## src/rtl/morse_tx_arbiter_pkg.sv

```systemverilog
// Shared types and constants for the morse transmit arbiter and its round-robin picker.
package morse_pkg;

  localparam int ASCII_W = 8;
  localparam logic [ASCII_W-1:0] ASCII_SPACE = 8'h20;

  // ST_SEP is only reachable when MORSE_ARB_WORD_SEP_EN is defined.
  typedef enum logic [1:0] {
    ST_IDLE = 2'd0,
    ST_XFER = 2'd1,
    ST_SEP  = 2'd2
  } arb_state_t;

endpackage

```

## src/rtl/morse_tx_arbiter_if.sv

```systemverilog
// Requester/encoder bundle for morse_tx_arbiter; slave = arbiter, master = requesters + encoder.
interface morse_tx_arbiter_if
  import morse_pkg::*;
#(
  parameter int N_REQ = 4
);
  logic [N_REQ-1:0]              req_valid;
  logic [N_REQ-1:0][ASCII_W-1:0] req_data;
  logic [N_REQ-1:0]              req_last;
  logic [N_REQ-1:0]              req_ready;
  logic                          enc_write_en;
  logic [ASCII_W-1:0]            enc_ascii;
  logic                          enc_full;
  logic [N_REQ-1:0]              grant;
  logic                          busy;
  logic                          timeout_pulse;

  modport master (
    output req_valid, req_data, req_last, enc_full,
    input  req_ready, enc_write_en, enc_ascii, grant, busy, timeout_pulse
  );

  modport slave (
    input  req_valid, req_data, req_last, enc_full,
    output req_ready, enc_write_en, enc_ascii, grant, busy, timeout_pulse
  );
endinterface

```

## src/rtl/morse_tx_arbiter_rr_pick.sv

```systemverilog
// Combinational round-robin picker: first set request at or after ptr, wrapping modulo N.
module rr_pick #(
  parameter  int N  = 4,
  localparam int PW = $clog2(N),
  localparam int KW = PW + 1
) (
  input  logic [N-1:0]  req,
  input  logic [PW-1:0] ptr,
  output logic [N-1:0]  onehot,
  output logic [PW-1:0] idx,
  output logic          hit
);
  // Doubling the vector turns the wrap-around scan into a straight one.
  logic [2*N-1:0] req2;
  logic [KW-1:0]  k;

  assign req2 = {req, req};

  always_comb begin
    onehot = '0;
    idx    = '0;
    hit    = 1'b0;
    k      = '0;
    for (int i = 0; i < N; i++) begin
      k = {1'b0, ptr} + KW'(i);
      if (!hit && req2[k]) begin
        hit = 1'b1;
        idx = (k >= KW'(N)) ? PW'(k - KW'(N)) : PW'(k);
      end
    end
    if (hit) onehot[idx] = 1'b1;
  end
endmodule

```

## src/rtl/morse_tx_arbiter.sv

```systemverilog
// Message-granular round-robin arbiter sharing one ascii2morse encoder write port.
// Optional MORSE_ARB_WORD_SEP_EN appends a space byte after every completed message.
module morse_tx_arbiter
  import morse_pkg::*;
#(
  parameter  int N_REQ   = 4,
  parameter  int TIMEOUT = 1024,
  localparam int TO_W    = $clog2(TIMEOUT + 1),
  localparam int PW      = $clog2(N_REQ)
) (
  input logic               clk,
  input logic               arst,
  morse_tx_arbiter_if.slave bus
);

  if (N_REQ < 2 || N_REQ > 8) begin : g_bad_nreq
    $error("morse_tx_arbiter: N_REQ must be 2..8");
  end
  if (TIMEOUT < 1) begin : g_bad_timeout
    $error("morse_tx_arbiter: TIMEOUT must be >= 1");
  end

  arb_state_t       state;
  logic [N_REQ-1:0] grant;
  logic [PW-1:0]    own;
  logic [PW-1:0]    rr_ptr;
  logic [TO_W-1:0]  idle_cnt;
  logic             timeout_pulse;

  logic [N_REQ-1:0] pick_oh;
  logic [PW-1:0]    pick_idx;
  logic             pick_hit;

  rr_pick #(.N(N_REQ)) u_rr_pick (
    .req    (bus.req_valid),
    .ptr    (rr_ptr),
    .onehot (pick_oh),
    .idx    (pick_idx),
    .hit    (pick_hit)
  );

  logic own_valid;
  logic own_last;
  logic xfer_fire;

  assign own_valid = bus.req_valid[own];
  assign own_last  = bus.req_last[own];
  assign xfer_fire = (state == ST_XFER) && own_valid && !bus.enc_full;

  // Encoder side is a pure mux of the owner's inputs: no added latency once granted.
  logic [N_REQ-1:0]   req_ready;
  logic               enc_write_en;
  logic [ASCII_W-1:0] enc_ascii;

  always_comb begin
    req_ready    = '0;
    enc_write_en = 1'b0;
    enc_ascii    = '0;
    case (state)
      ST_XFER: begin
        enc_ascii      = bus.req_data[own];
        enc_write_en   = own_valid && !bus.enc_full;
        req_ready[own] = !bus.enc_full;
      end
`ifdef MORSE_ARB_WORD_SEP_EN
      ST_SEP: begin
        enc_ascii    = ASCII_SPACE;
        enc_write_en = !bus.enc_full;
      end
`endif
      default: ;
    endcase
  end

  always_ff @(posedge clk or posedge arst) begin
    if (arst) begin
      state         <= ST_IDLE;
      grant         <= '0;
      own           <= '0;
      rr_ptr        <= '0;
      idle_cnt      <= '0;
      timeout_pulse <= 1'b0;
    end else begin
      timeout_pulse <= 1'b0;
      case (state)
        ST_IDLE: begin
          idle_cnt <= '0;
          if (pick_hit) begin
            grant  <= pick_oh;
            own    <= pick_idx;
            rr_ptr <= (pick_idx == PW'(N_REQ - 1)) ? '0 : pick_idx + 1'b1;
            state  <= ST_XFER;
          end
        end
        ST_XFER: begin
          // An encoder stall with valid held counts as activity, never as idle.
          if (own_valid) begin
            idle_cnt <= '0;
            if (xfer_fire && own_last) begin
`ifdef MORSE_ARB_WORD_SEP_EN
              state <= ST_SEP;
`else
              state <= ST_IDLE;
              grant <= '0;
`endif
            end
          end else if (idle_cnt == TO_W'(TIMEOUT - 1)) begin
            idle_cnt      <= '0;
            timeout_pulse <= 1'b1;
            grant         <= '0;
            state         <= ST_IDLE;
          end else begin
            idle_cnt <= idle_cnt + 1'b1;
          end
        end
`ifdef MORSE_ARB_WORD_SEP_EN
        ST_SEP: begin
          if (!bus.enc_full) begin
            grant <= '0;
            state <= ST_IDLE;
          end
        end
`endif
        default: begin
          grant <= '0;
          state <= ST_IDLE;
        end
      endcase
    end
  end

  assign bus.req_ready     = req_ready;
  assign bus.enc_write_en  = enc_write_en;
  assign bus.enc_ascii     = enc_ascii;
  assign bus.grant         = grant;
  assign bus.busy          = (state != ST_IDLE);
  assign bus.timeout_pulse = timeout_pulse;

endmodule

```

## src/flat_wrapper.sv

```systemverilog
// flat-port wrapper written by rule: the top's interface ports become plain ports
module morse_tx_arbiter_flat import morse_pkg::*;
#(
  parameter  int N_REQ   = 4,
  parameter  int TIMEOUT = 1024,
  localparam int TO_W    = $clog2(TIMEOUT + 1),
  localparam int PW      = $clog2(N_REQ)
)
  (clk, arst, bus_req_valid, bus_req_data, bus_req_last, bus_enc_full, bus_req_ready, bus_enc_write_en, bus_enc_ascii, bus_grant, bus_busy, bus_timeout_pulse);
  morse_tx_arbiter_if #(.N_REQ(N_REQ)) bus_i ();
  input logic clk;
  input logic arst;
  input wire logic [$bits(bus_i.req_valid)-1:0] bus_req_valid;
  input wire logic [$bits(bus_i.req_data)-1:0] bus_req_data;
  input wire logic [$bits(bus_i.req_last)-1:0] bus_req_last;
  input wire logic [$bits(bus_i.enc_full)-1:0] bus_enc_full;
  output wire logic [$bits(bus_i.req_ready)-1:0] bus_req_ready;
  output wire logic [$bits(bus_i.enc_write_en)-1:0] bus_enc_write_en;
  output wire logic [$bits(bus_i.enc_ascii)-1:0] bus_enc_ascii;
  output wire logic [$bits(bus_i.grant)-1:0] bus_grant;
  output wire logic [$bits(bus_i.busy)-1:0] bus_busy;
  output wire logic [$bits(bus_i.timeout_pulse)-1:0] bus_timeout_pulse;
  assign bus_i.req_valid = bus_req_valid;
  assign bus_i.req_data = bus_req_data;
  assign bus_i.req_last = bus_req_last;
  assign bus_i.enc_full = bus_enc_full;
  assign bus_req_ready = bus_i.req_ready;
  assign bus_enc_write_en = bus_i.enc_write_en;
  assign bus_enc_ascii = bus_i.enc_ascii;
  assign bus_grant = bus_i.grant;
  assign bus_busy = bus_i.busy;
  assign bus_timeout_pulse = bus_i.timeout_pulse;
  morse_tx_arbiter #(.N_REQ(N_REQ), .TIMEOUT(TIMEOUT)) u_core (.clk(clk), .arst(arst), .bus(bus_i));
endmodule
```

## config.mk

```make
export PLATFORM = sky130hd
export DESIGN_NAME = morse_tx_arbiter_flat
export DESIGN_NICKNAME = d
export VERILOG_FILES = /design/src/rtl/morse_tx_arbiter_pkg.sv /design/src/rtl/morse_tx_arbiter_if.sv /design/src/rtl/morse_tx_arbiter_rr_pick.sv /design/src/rtl/morse_tx_arbiter.sv /design/src/flat_wrapper.sv
export SDC_FILE = /design/constraint.sdc
export NUM_CORES = 1
export LEC_CHECK = 0
export ABC_AREA = 1
export ABC_CLOCK_PERIOD_IN_PS = 2100
export CAP_MARGIN = 20
export CORE_UTILIZATION = 44
export DETAILED_ROUTE_END_ITERATION = 6
export PLACE_DENSITY = 0.81
export SETUP_SLACK_MARGIN = 0.05
export SKIP_CTS_REPAIR_TIMING = 1
export SYNTH_ARGS = -nofsm -noshare
export SYNTH_HDL_FRONTEND = slang
export SYNTH_SLANG_ARGS = --single-unit
```

## constraint.sdc

```tcl
create_clock -name clk -period 2.1 [get_ports clk]
set_input_delay 0.42 -clock clk [delete_from_list [all_inputs] [get_ports clk]]
set_output_delay 0.42 -clock clk [all_outputs]
set_load 0.01 [all_outputs]
```

* Word level (Yosys, flattened, before mapping)
Index checks and enable logic that the tools add are counted.
** Word-level totals
- Output and inout bits :: 19
- Register bits :: 22
- Input bits :: 43
** Cells by class
- Bitwise operators :: 1
- Order comparisons :: 12
- Reductions and logical operators :: 18
- Mux-type cells :: 50
- $add $sub $neg :: 9
- Equality and inequality tests :: 6
** Operators with widths (count)
- 2-bit 2-to-1 mux :: 13
- 11-bit 2-to-1 mux :: 2
- 11-bit one-hot mux with 2 select lines :: 1
- 4-bit 2-to-1 mux :: 5
- 8-bit binary-select mux with 2-bit select :: 1
- 1-bit 2-to-1 mux :: 16
- 8-bit 2-to-1 mux :: 2
- 3-bit by 4-bit < comparator with 1-bit output, second input constant :: 3
- 11-bit by 1-bit adder with 11-bit output, second input constant :: 1
- 11-bit by 10-bit == test with 1-bit output, second input constant :: 1
- 1-bit binary-select mux with 3-bit select :: 3
- 3-bit >= comparator, second input constant :: 3
- 1-bit logical AND :: 9
- 4-bit one-hot mux with 2 select lines :: 1
- 2-bit by 1-bit subtractor with 2-bit output, second input constant :: 4
- 2-bit by 2-bit adder with 3-bit output, second input constant :: 2
- 1-bit binary-select mux with 2-bit select :: 3
- 2-bit by 3-bit < comparator with 1-bit output, second input constant :: 2
- 4-bit bitwise AND :: 1
- 1-bit demux with 2-bit select :: 2
- 2-bit by 1-bit >= comparator with 1-bit output, second input constant :: 2
- 1-bit zero test :: 4
- 2-bit by 4-bit < comparator with 1-bit output, second input constant :: 1
- 2-bit one-hot mux with 2 select lines :: 1
- other kinds (12) :: 13

* Depth between registers and ports, before layout
Gate-level depths: netlist of the first run.
- Depth after elaboration :: 18
- Gate-level depth with buffers :: 14

* By module
Synthesis of the first run repeated with hierarchy kept, for this count alone.
** Unflattened totals
- Cells, all modules :: 248
- Area, all modules :: 1682.9 um2
** Modules (own cells, without submodules)
- morse_tx_arbiter :: sequential area each 525.5 um2, times used 1, cells each 181, area an instance 1351.3 um2
- rr_pick :: sequential area each 0.0 um2, times used 1, cells each 67, area an instance 331.6 um2

* Worst setup path before layout of the first run
Ideal clock, no wire load.
- Path type :: reg-to-reg
- Start :: register u_core.rr_ptr[0]
- End :: register u_core.rr_ptr[1]
- Path slack :: 0.372 ns
- Setup time :: 0.123 ns
- Buffers on the path :: 1
- Cell stages (with the launch flop) :: 13
- Period minus slack after synthesis :: 1.728 ns
- Arrival time :: 1.605 ns
- Path through :: dfrtp_1 buf_6 inv_6 nand2_1 nand3_1 nand2_2 nor2_8 nand3_4 nand3_1 inv_1 ha_1 nand2_1 o21ai_1
** On the way
- Cells in the longest elaborated chain, start to end :: 14
** Ends and longest elaborated chain
- start, declared :: RTL line morse_tx_arbiter.sv:26 : logic [PW-1:0] rr_ptr;
- start signal, assigned :: RTL line morse_tx_arbiter.sv:91 : rr_ptr <= (pick_idx == PW'(N_REQ - 1)) ? '0 : pick_idx + 1'b1;
- branches (longest 11 deep; another with 2-bit by 1-bit adder with 3-bit output)
- 2-bit 2-to-1 mux * :: RTL line morse_tx_arbiter_rr_pick.sv:26 : if (!hit && req2[k]) begin
- via u_core.pick_idx[0] :: RTL line morse_tx_arbiter.sv:31 : logic [PW-1:0] pick_idx;
- 2-bit by 1-bit adder with 2-bit output / 2-bit == test (equally long branches) :: RTL line morse_tx_arbiter.sv:91
- 2-bit 2-to-1 mux * :: RTL line morse_tx_arbiter.sv:91
Mark *: on every way through the listed nets, which the timed path passes. The select of a mux whose other input is x is not followed.
A chain may end at the register's enable or synchronous reset.

* Final worst setup path of the first run
- Start :: input port bus_req_valid[0]
- End :: register u_core.rr_ptr[1]
** On the way
- Cells in the longest elaborated chain, start to end :: 14
** Ends and longest elaborated chain
- start, declared :: RTL line flat_wrapper.sv:13 : input wire logic [$bits(bus_i.req_valid)-1:0] bus_req_valid;
- 1-bit binary-select mux with 2-bit select :: RTL line morse_tx_arbiter_rr_pick.sv:26
- 1-bit 2-to-1 mux (not written as such) :: RTL line morse_tx_arbiter_rr_pick.sv:26
- 1-bit 2-to-1 mux :: RTL line morse_tx_arbiter_rr_pick.sv:26
- 1-bit zero test :: RTL line morse_tx_arbiter_rr_pick.sv:26
- 1-bit logical AND :: RTL line morse_tx_arbiter_rr_pick.sv:26
- 1-bit 2-to-1 mux :: RTL line morse_tx_arbiter_rr_pick.sv:26
- 1-bit zero test :: RTL line morse_tx_arbiter_rr_pick.sv:26
- 1-bit logical AND :: RTL line morse_tx_arbiter_rr_pick.sv:26
- 1-bit 2-to-1 mux :: RTL line morse_tx_arbiter_rr_pick.sv:26
- 1-bit zero test :: RTL line morse_tx_arbiter_rr_pick.sv:26
- 1-bit logical AND :: RTL line morse_tx_arbiter_rr_pick.sv:26
- 2-bit 2-to-1 mux * :: RTL line morse_tx_arbiter_rr_pick.sv:26
- via u_core.pick_idx[1] :: RTL line morse_tx_arbiter.sv:31
- 2-bit by 1-bit adder with 2-bit output / 2-bit == test (equally long branches) :: RTL line morse_tx_arbiter.sv:91
- 2-bit 2-to-1 mux * :: RTL line morse_tx_arbiter.sv:91
The timed path passes the listed nets; every way through them passes the cells marked *. The select of a mux whose other input is x is not followed.

==> metrics.txt, run 1 <==
status finished, final reports clean; number of vias in the routed layout 1,816; # setup viols final 0; worst reg2reg endpoint u_core.rr_ptr[1]; Reg area 530.5 sq um; Switching Power 1484 uW; Max clock buf depth 2; worst supply voltage drop on vdd 0.9848 mV; net count of the finished layout 357; count of flip-flops with a built-in enable after synthesis 0; Tightest Pin Transition 0.2945 ns; starting utilization of the core area 46.67%; initial antenna violation count 0; kind of capture point of the worst setup path flip-flop; most common cell after layout, fill and taps aside sky130_fd_sc_hd__nand2_1; H-tree depth reported by CTS 1; most used cells in the layout excluding fill and tap cells sky130_fd_sc_hd__nand2_1 (57), sky130_fd_sc_hd__clkdlybuf4s50_1 (47), sky130_fd_sc_hd__nand3_1 (28), sky130_fd_sc_hd__buf_4 (26), sky130_fd_sc_hd__inv_1 (21); pin count of the biggest net entering global routing 22; overall track demand over capacity in global routing 25.13%; GP Congestion 0.8924; HPWL after DPL 3708 um; total area of multi-input combinational cells 963.4 sq um; summed instance area of the synthesized netlist 1594 sq um; wire length of the first global-routing pass 7831 um; switching share of power 47.43%; leakage 0.001371 uW; most used flip-flop cell after synthesis sky130_fd_sc_hd__dfrtp_1; cell area power density 1227 nW/um^2; drt drc 0; category of the most critical setup path in -> reg; synthesized flop and latch total 21; per-cell via count in the routed design 5.130; cell row count 21; post-synthesis area per instance 7.213 sq um; power share of the clock group 6.7%; root buffer cell sky130_fd_sc_hd__clkbuf_4; aggregate routed wire length 4799 um; grt ovf 0; post-layout utilization of the core 74.62%; Port Buf Inserts 61; count of nets left with antenna violations after detail routing 0; Worst-Skew Late Latency 0.32 ns; average routed wire per standard cell 13.56 um; Ant. Diodes 0; chip width 62.19 um; endpoint required time on the critical path 2.31 ns; RSZ-0062 raised after global routing true; share of the yosys chip area belonging to registers 32.97%; Filler Cells Inserted 276; count of final max-slew check failures 0; register clock-pin slew on the reported worst setup and hold paths 0.13 ns; clock skew after layout 0.0006204 ns; highest net fanout along the worst path 4; placed cell area 2406 sq um; Max Clock Freq 0.5050 GHz; proportion of power drawn by combinational gates 73.0%; arrival time at the worst endpoint 2.19 ns; TritonCTS clock tree yes; final worst path period share 94.29%; worst min-delay path class in -> async; number of DRC markers after the initial detailed-route iteration 158; internal power 1645 uW; instance count of the mapped netlist 221; relative contribution of sequential cells to total power 20.3%; core outline area 3416 sq um; final design instance area without fill 2549 sq um; worst slew margin relative to its limit 80.16%; Detailed Routing Iterations Pass 1 4; Cell variety after synth 31; max-cap violation count 0; final hold violations 0; total die area 3868 sq um; async set-reset flop share out of synthesis 100.0%; min Tclk post-route 1.980 ns; Num Clock Sinks 21; via count of the first global-routing pass 1,715; layout-stage area growth over the synthesis result 59.89%; setup slack of the most critical reg-to-reg path 0.15 ns; count of synthesis-stage warnings from yosys 0; Num CTS Buffers 3; Critical Path Start Type input port; startpoint of the most critical register-to-register path u_core.rr_ptr[0]; number of nets produced by synthesis 269; Vert. Die Dim 62.19 um; cells on worst reg2reg path 11; I/O pins 62; ratio of cells with drive above 1 in the final layout 22.73%
[layer usage]
| metal | share of wire, % | up-vias | track usage (%) |
|---|---|---|---|
| met5 | 0 | - | 0 |
| met4 | 1.7 | 0 | 9.012 |
| met3 | 2.4 | 8 | 2.574 |
| met2 | 52 | 35 | 42.86 |
| met1 | 44 | 858 | 32.91 |
| li1 | - | 915 | - |
[power by group through the flow]
stage	clock (uW)	combinational, uW	sequential [uW]
floorplan	0	1270	574
global placement	0	2100	610
detailed placement	0	2150	618
CTS	213	2160	610
global route	229	2510	648
finish	210	2280	634
[metrics by stage]
stage               TNS [ns]  hold WS [ns]  setup WS, ns  total power [uW]  instances
finish                     0        0.4265        0.1199              3128        354
global route        -0.02089        0.4732      -0.01807              3386        354
CTS                   -2.951        0.4394       -0.3670              2981        350
detailed placement    -1.302        0.4579       -0.2214              2770        346
global placement     -0.8227        0.4474       -0.1710              2712        346
floorplan                  0        0.3965        0.3725              1841        221
[critical path, cell delays in order]
cell and delay (ns):
sky130_fd_sc_hd__clkdlybuf4s50_1 0.47, sky130_fd_sc_hd__inv_1 0.10, sky130_fd_sc_hd__nand2_1 0.06, sky130_fd_sc_hd__nand3_1 0.10
sky130_fd_sc_hd__nand2_2 0.12, sky130_fd_sc_hd__nor2_8 0.15, sky130_fd_sc_hd__nand4_1 0.16, sky130_fd_sc_hd__nand2_2 0.13
sky130_fd_sc_hd__inv_1 0.06, sky130_fd_sc_hd__ha_1 0.29, sky130_fd_sc_hd__nand2_1 0.07, sky130_fd_sc_hd__o21ai_1 0.06
[registers in the layout, indices dropped and copies added, names as in the netlist]
| name | cells |
|---|---|
| u_core.rr_ptr | 2 |
| u_core.idle_cnt | 11 |
| u_core.state | 1 |
| u_core.own | 2 |
| u_core.bus.timeout_pulse | 1 |
| u_core.bus.grant | 4 |
[cells in the mapped netlist (5+ instances only)]
library cell	count	area [sq um]
sky130_fd_sc_hd__a22oi_1	8	60.06
sky130_fd_sc_hd__a31oi_1	8	50.05
sky130_fd_sc_hd__dfrtp_1	21	525.5
sky130_fd_sc_hd__ha_1	5	62.56
sky130_fd_sc_hd__inv_1	22	82.58
sky130_fd_sc_hd__inv_2	5	18.77
sky130_fd_sc_hd__nand2_1	60	225.2
sky130_fd_sc_hd__nand2_2	5	31.28
sky130_fd_sc_hd__nand3_1	30	150.1
sky130_fd_sc_hd__nand4_1	8	50.05
sky130_fd_sc_hd__nor2_1	13	48.80
[cell type report]
class | count | area share (%)
Clock buffer | 3 | 0.8837
Clock inverter | 1 | 0.2946
Inverter | 29 | 4.762
Multi-Input combinational cell | 166 | 37.80
Sequential cell | 21 | 20.81
Tap cell | 46 | 2.258
Timing Repair Buffer | 88 | 33.19
[worst max path at each step]
stage / start / endpoint / slack, ns / cells past startpoint
final: bus_req_valid[0] / u_core.rr_ptr[1] / 0.12 / 12
after global routing: bus_req_valid[0] / u_core.rr_ptr[1] / -0.02 / 12
after CTS: u_core.own[1] / bus_enc_write_en / -0.37 / 8
after detailed placement: bus_req_valid[1] / u_core.rr_ptr[1] / -0.22 / 12
after global placement: bus_req_valid[0] / bus_enc_write_en / -0.17 / 6
after floorplan: u_core.rr_ptr[0] / u_core.rr_ptr[1] / 0.37 / 12
[cells by family after synthesis]
family                   count (synthesis)  synth area share (%)
AO/OA/AOI/OAI                           26                 10.52
XOR/XNOR                                 4                 2.198
adder cells (fa/ha/maj)                  5                 3.925
buffers and inverters                   34                 9.106
flip-flops                              21                 32.97
AND/OR/NAND/NOR                        131                 41.29
No activity file was read; power rests on OpenSTA's default activity.
==> inputs of run 2 (changes only) <==
Settings changed: TNS_END_PERCENT set to 20.
==> run 2 against run 1 <==
Power is 1.9% lower. Sequential share of layout area rose by 0.23 points. Critical path depth is 1 higher. Via count is 1.9% lower. Setup slack better by 0.0014 ns. Non-clock buffer count shrank 2.
==> metrics.txt, run 2 (synthesis gave the netlist of run 1 again) <==
cell area power density 1220 nW/um^2 (was 1227 nW/um^2); layout-stage area growth over the synthesis result 57.77% (was 59.89%); number of DRC markers after the initial detailed-route iteration 120 (was 158); placed cell count 346 (unchanged); post-layout utilization of the core 73.63% (was 74.62%); status finished, final reports clean (unchanged); Num CTS Buffers 3 (unchanged); leakage 0.001346 uW (was 0.001371 uW); Detailed Routing Iterations Pass 1 4 (unchanged); most used cells in the layout excluding fill and tap cells sky130_fd_sc_hd__nand2_1 (58), sky130_fd_sc_hd__clkdlybuf4s50_1 (48), sky130_fd_sc_hd__nand3_1 (30), sky130_fd_sc_hd__buf_4 (24), sky130_fd_sc_hd__inv_1 (21) (was sky130_fd_sc_hd__nand2_1 (57), sky130_fd_sc_hd__clkdlybuf4s50_1 (47), sky130_fd_sc_hd__nand3_1 (28), sky130_fd_sc_hd__buf_4 (26), sky130_fd_sc_hd__inv_1 (21)); setup slack of the most critical reg-to-reg path 0.15 ns (about the same); Tightest Pin Transition 0.2655 ns (was 0.2945 ns); aggregate routed wire length 4691 um (was 4799 um); clock skew after layout 0.0006680 ns (was 0.0006204 ns); H-tree depth reported by CTS 1 (unchanged); Port Buf Inserts 61 (unchanged); worst supply voltage drop on vdd 0.9551 mV (was 0.9848 mV); Max clock buf depth 2 (unchanged); cell with the largest stage delay on the worst path sky130_fd_sc_hd__clkdlybuf4s50_1 (unchanged); Worst-Skew Late Latency 0.31 ns (was 0.32 ns); net count of the finished layout 355 (was 357); initial antenna violation count 0 (unchanged); Ant. Diodes 0 (unchanged); endpoint required time on the critical path 2.31 ns (about the same); worst path bufs/invs 3 (unchanged); max-cap violation count 0 (unchanged); grt ovf 0 (unchanged); I/O pins 62 (unchanged); cells on worst reg2reg path 11 (unchanged); RSZ-0062 raised after global routing true (unchanged); via count of the first global-routing pass 1,715 (unchanged); total die area 3868 sq um (unchanged); starting utilization of the core area 46.67% (unchanged); Num Clock Sinks 21 (unchanged); kind of capture point of the worst setup path flip-flop (unchanged); category of the most critical setup path in -> reg (unchanged); most common cell after layout, fill and taps aside sky130_fd_sc_hd__nand2_1 (unchanged); number of vias in the routed layout 1,782 (was 1,816); number of flip-flops under the largest register name 11 (unchanged); TritonCTS clock tree yes (unchanged); min Tclk post-route 1.979 ns (was 1.980 ns); Vert. Die Dim 62.19 um (unchanged); drt drc 0 (unchanged); arrival time at the worst endpoint 2.19 ns (about the same); cell row count 21 (unchanged); Critical Path Start Type input port (unchanged); final hold violations 0 (unchanged); worst slew margin relative to its limit 82.11% (was 80.16%); per-cell via count in the routed design 5.063 (was 5.130); HPWL after DPL 3708 um (unchanged); core outline area 3416 sq um (unchanged); Largest Register u_core.idle_cnt (unchanged); root buffer cell sky130_fd_sc_hd__clkbuf_4 (unchanged); Max Clock Freq 0.5054 GHz (was 0.5050 GHz); GP Congestion 0.8924 (unchanged); Critical Path Most Common Cell sky130_fd_sc_hd__nand3_1; leading registers by flop count u_core.idle_cnt (11), u_core.bus.grant (4) (unchanged); overall track demand over capacity in global routing 25.13% (unchanged); register clock-pin slew on the reported worst setup and hold paths 0.13 ns (about the same); average routed wire per standard cell 13.33 um (was 13.56 um); worst reg2reg endpoint u_core.rr_ptr[1] (unchanged); wire length of the first global-routing pass 7831 um (unchanged); ratio of cells with drive above 1 in the final layout 20.92% (was 22.73%); largest delay contributor family on the critical path simple AND/OR/NAND/NOR gates (unchanged); chip width 62.19 um (unchanged); # setup viols final 0 (unchanged); final standard cell count with taps included and fillers excluded 352 (was 354); final worst path period share 94.22% (was 94.29%); startpoint of the most critical register-to-register path u_core.rr_ptr[0] (unchanged); pin count of the biggest net entering global routing 22 (unchanged); cell-by-cell listing of the critical path clkdlybuf4s50_1 > inv_1 > nand2_1 > nand3_1 > nand2_2 > nor2_8 > nand3_1 > nand3_1 > nand2_2 > inv_1 > ha_1 > nand2_1 > o21ai_1 (was clkdlybuf4s50_1 > inv_1 > nand2_1 > nand3_1 > nand2_2 > nor2_8 > nand4_1 > nand2_2 > inv_1 > ha_1 > nand2_1 > o21ai_1); count of final max-slew check failures 0 (unchanged); Max stage delay on crit path 0.53 ns (was 0.47 ns); count of nets left with antenna violations after detail routing 0 (unchanged); highest net fanout along the worst path 4 (unchanged); worst min-delay path class in -> async (unchanged)
[run 2: cell types whose count changed in the layout (fill, tap and decap cells not counted), sizes merged]
cell,before,now
buf,27,25
dlymetal6s2s,12,11
clkdlybuf4s50,47,48
[run 2: cell type report]
cell class,instances,area (sq um)
multi-input cells,166,948.4
inverters,29,121.4
clock inverters,1,7.507
flip-flops and latches,21,529.3
well taps,46,57.56
clock buffers,3,22.52
repair buffers,86,828.3
fillers,285,900.9
[run 2: worst reg2reg max path, cell delays in order (launching register included)]
cell and delay, ns:
sky130_fd_sc_hd__dfrtp_2 0.52, sky130_fd_sc_hd__inv_6 0.12, sky130_fd_sc_hd__nand2_1 0.07, sky130_fd_sc_hd__nand3_1 0.11, sky130_fd_sc_hd__nand2_2 0.12, sky130_fd_sc_hd__nor2_8 0.15
sky130_fd_sc_hd__nand4_1 0.15, sky130_fd_sc_hd__nand2_2 0.13, sky130_fd_sc_hd__inv_1 0.06, sky130_fd_sc_hd__ha_1 0.29, sky130_fd_sc_hd__nand2_1 0.07, sky130_fd_sc_hd__o21ai_1 0.06
[run 2: report_power, final]
group	internal, uW	total, uW	switching, uW	leakage (uW)
clock network	72.8	210	137	0.0000139
registers	499	628	129	0.000273
logic	1040	2230	1190	0.00106
[run 2: worst max-delay path by stage]
stage                      from          endpoint  slack [ns]  depth (start not counted)
6_report       bus_req_valid[1]  u_core.rr_ptr[1]        0.12                         13
5_1_grt        u_core.rr_ptr[0]  u_core.rr_ptr[1]       -0.03                         11
4_1_cts           u_core.own[1]  bus_enc_write_en       -0.37                          8
3_5_place_dp   bus_req_valid[1]  u_core.rr_ptr[1]       -0.22                         12
3_3_place_gp   bus_req_valid[0]  bus_enc_write_en       -0.17                          6
2_1_floorplan  u_core.rr_ptr[0]  u_core.rr_ptr[1]        0.37                         12
[run 2: routing by layer]
metal / up-vias / track usage [%] / part of all wire [%]
li1: 908 / - / -
met5: - / 0 / 0
met1: 832 / 32.91 / 44
met3: 9 / 2.574 / 2.1
met2: 33 / 42.86 / 52
met4: 0 / 9.012 / 1.7
[run 2: metrics by stage]
stage | hold WS [ns] | worst slack (ns) | total power, uW | TNS, ns | area, sq um
2_1_floorplan | 0.3965 | 0.3725 | 1841 | 0 | 1594
3_3_place_gp | 0.4474 | -0.1710 | 2712 | -0.8227 | 2406
3_5_place_dp | 0.4579 | -0.2214 | 2770 | -1.302 | 2406
4_1_cts | 0.4394 | -0.3670 | 2981 | -2.951 | 2436
5_1_grt | 0.4733 | -0.03481 | 3338 | -0.03481 | 2515
6_report | 0.4270 | 0.1213 | 3069 | 0 | 2515
==> inputs of run 3 (changes only) <==
Settings changed: CORE_MARGIN set to 5, CORE_UTILIZATION 44 to 54, DONT_BUFFER_PORTS set to 1, PLACE_DENSITY 0.81 to 0.69.
==> run 3 against run 2 <==
Clock skew grew 0.0039 ns. Routed wire length shrank 19%. Critical path depth shrank 8. Highest routed layer unchanged. Combinational power shrank 27%. Count of clock-buffer cells in the layout grew 1. Sequential power grew 3.8%. Largest power group unchanged. Final cell count shrank 26%. Die area grew 7.0%.
==> metrics.txt, run 3 (synthesis gave the netlist of run 1 again) <==
ratio of cells with drive above 1 in the final layout 19.74% (was 20.92%); Port Buf Inserts 0 (was 61); post-layout utilization of the core 62.26% (was 73.63%); layout-stage area growth over the synthesis result 8.634% (was 57.77%); Detailed Routing Iterations Pass 1 4 (unchanged); status finished, final reports clean (unchanged); Switching Power 1346 uW (was 1455 uW); arrival time at the worst endpoint 1.51 ns (was 2.19 ns); Final Worst Setup Slack 0.1702 ns (was 0.1213 ns); relative contribution of sequential cells to total power 26.4% (was 20.5%); highest net fanout along the worst path 7 (was 4); leading registers by flop count u_core.idle_cnt (11), u_core.bus.grant (4) (unchanged); count of final max-slew check failures 0 (unchanged); core outline area 2781 sq um (was 3416 sq um); final hold violations 0 (unchanged); # setup viols final 0 (unchanged); worst supply voltage drop on vdd 0.8007 mV (was 0.9551 mV); per-cell via count in the routed design 5.822 (was 5.063); endpoint required time on the critical path 1.68 ns (was 2.31 ns); Max clock buf depth 2 (unchanged); H-tree depth reported by CTS 1 (unchanged); proportion of power drawn by combinational gates 65.8% (was 72.7%); pin count of the biggest net entering global routing 22 (unchanged); internal power 1123 uW (was 1614 uW); chip width 64.33 um (was 62.19 um); HPWL after DPL 3039 um (was 3708 um); min Tclk post-route 1.930 ns (was 1.979 ns); total die area 4138 sq um (was 3868 sq um); most common cell after layout, fill and taps aside sky130_fd_sc_hd__nand2_1 (unchanged); worst min-delay path class in -> async (unchanged); Worst-Skew Late Latency 0.30 ns (was 0.31 ns); Tightest Pin Transition 0.7677 ns (was 0.2655 ns); starting utilization of the core area 57.31% (was 46.67%); placed cell area 1619 sq um (was 2406 sq um); kind of capture point of the worst setup path primary output (was flip-flop); final worst path period share 91.90% (was 94.22%); most used cells in the layout excluding fill and tap cells sky130_fd_sc_hd__nand2_1 (57), sky130_fd_sc_hd__nand3_1 (28), sky130_fd_sc_hd__inv_1 (20), sky130_fd_sc_hd__dfrtp_1 (18), sky130_fd_sc_hd__nor2_1 (12) (was sky130_fd_sc_hd__nand2_1 (58), sky130_fd_sc_hd__clkdlybuf4s50_1 (48), sky130_fd_sc_hd__nand3_1 (30), sky130_fd_sc_hd__buf_4 (24), sky130_fd_sc_hd__inv_1 (21)); cell row count 19 (was 21); placed cell count 249 (was 346); final standard cell count with taps included and fillers excluded 259 (was 352); clock skew after layout 0.004595 ns (was 0.0006680 ns); number of flip-flops under the largest register name 11 (unchanged); grt ovf 0 (unchanged); initial antenna violation count 0 (unchanged); Num CTS Buffers 3 (unchanged); category of the most critical setup path reg -> out (was in -> reg); average routed wire per standard cell 14.75 um (was 13.33 um); leakage 0.0008729 uW (was 0.001346 uW); drt drc 0 (unchanged); Max Clock Freq 0.5182 GHz (was 0.5054 GHz); max-cap violation count 0 (unchanged); number of vias in the routed layout 1,508 (was 1,782); switching share of power 54.51% (was 47.42%); via count of the first global-routing pass 1,483 (was 1,715); Ant. Diodes 0 (unchanged); power share of the clock group 7.8% (was 6.8%); TritonCTS clock tree yes (unchanged); Num Clock Sinks 21 (unchanged); GP Congestion 0.8391 (was 0.8924); worst slew margin relative to its limit 48.77% (was 82.11%); RSZ-0062 raised after global routing true (unchanged); worst slack at placement 0.1263 ns (was -0.2214 ns); aggregate routed wire length 3821 um (was 4691 um); count of nets left with antenna violations after detail routing 0 (unchanged); Largest Register u_core.idle_cnt (unchanged); overall track demand over capacity in global routing 18.30% (was 25.13%); final design instance area without fill 1732 sq um (was 2515 sq um); cell area power density 1426 nW/um^2 (was 1220 nW/um^2); Critical Path Start Type flip-flop (was input port); number of DRC markers after the initial detailed-route iteration 50 (was 120); Vert. Die Dim 64.33 um (was 62.19 um); register clock-pin slew on the reported worst setup and hold paths 0.12 ns (was 0.13 ns); I/O pins 62 (unchanged); root buffer cell sky130_fd_sc_hd__clkbuf_4 (unchanged); wire length of the first global-routing pass 6265 um (was 7831 um); net count of the finished layout 277 (was 355)
[run 3: cell type report]
type / instances / area, sq um
repair buffers: 6 / 45.04
clock buffers: 4 / 26.28
flip-flops and latches: 21 / 529.3
repair inverters: 1 / 7.507
multi-input cells: 167 / 959.7
inverters: 29 / 125.1
fillers: 265 / 1050
well taps: 31 / 38.79
[run 3: metrics by stage]
step	TNS (ns)	power, uW	hold WS [ns]
6_report	0	2470	0.1313
5_1_grt	0	2733	0.2054
4_1_cts	-0.02392	2302	0.1698
3_5_place_dp	0	2110	0.4602
3_3_place_gp	0	2029	0.4449
2_1_floorplan	0	1841	0.3965
[run 3: power groups by stage]
stage	Sequential (uW)	Combinational (uW)	Clock [uW]
after floorplan	574	1270	0
after global routing	668	1850	213
after global placement	634	1400	0
final	652	1620	193
after detailed placement	640	1470	0
after CTS	630	1470	197
[run 3: per-layer routing]
metal | track usage (%) | part of all wire [%] | vias up
met4 | 5.344 | 1.2 | 0
met5 | 0 | 0 | -
met3 | 3.503 | 6.9 | 6
met2 | 33.58 | 52 | 52
met1 | 21.26 | 39 | 700
li1 | - | - | 750
[run 3: path summary, 6_finish.rpt]
| check | from | to | slack (ns) | depth (start not counted) |
|---|---|---|---|---|
| setup / recovery | u_core.own[0] | bus_enc_write_en | 0.17 | 5 |
| hold / removal | arst | u_core.idle_cnt[1] | 0.13 | 1 |
| setup reg to reg | u_core.rr_ptr[0] | u_core.rr_ptr[1] | 0.22 | 12 |
| hold reg to reg | u_core.idle_cnt[0] | u_core.idle_cnt[0] | 0.48 | 1 |
| max in group asynchronous | arst | u_core.own[1] | 1.44 | 1 |
| min in group clk | u_core.idle_cnt[0] | u_core.idle_cnt[0] | 0.48 | 1 |
[run 3: worst max-delay path, cell delays in order (launching register included)]
cell,delay (ns)
sky130_fd_sc_hd__dfrtp_2,0.51
sky130_fd_sc_hd__clkinvlp_4,0.20
sky130_fd_sc_hd__nand3_1,0.10
sky130_fd_sc_hd__nand4_1,0.18
sky130_fd_sc_hd__inv_2,0.17
sky130_fd_sc_hd__nor2_4,0.05
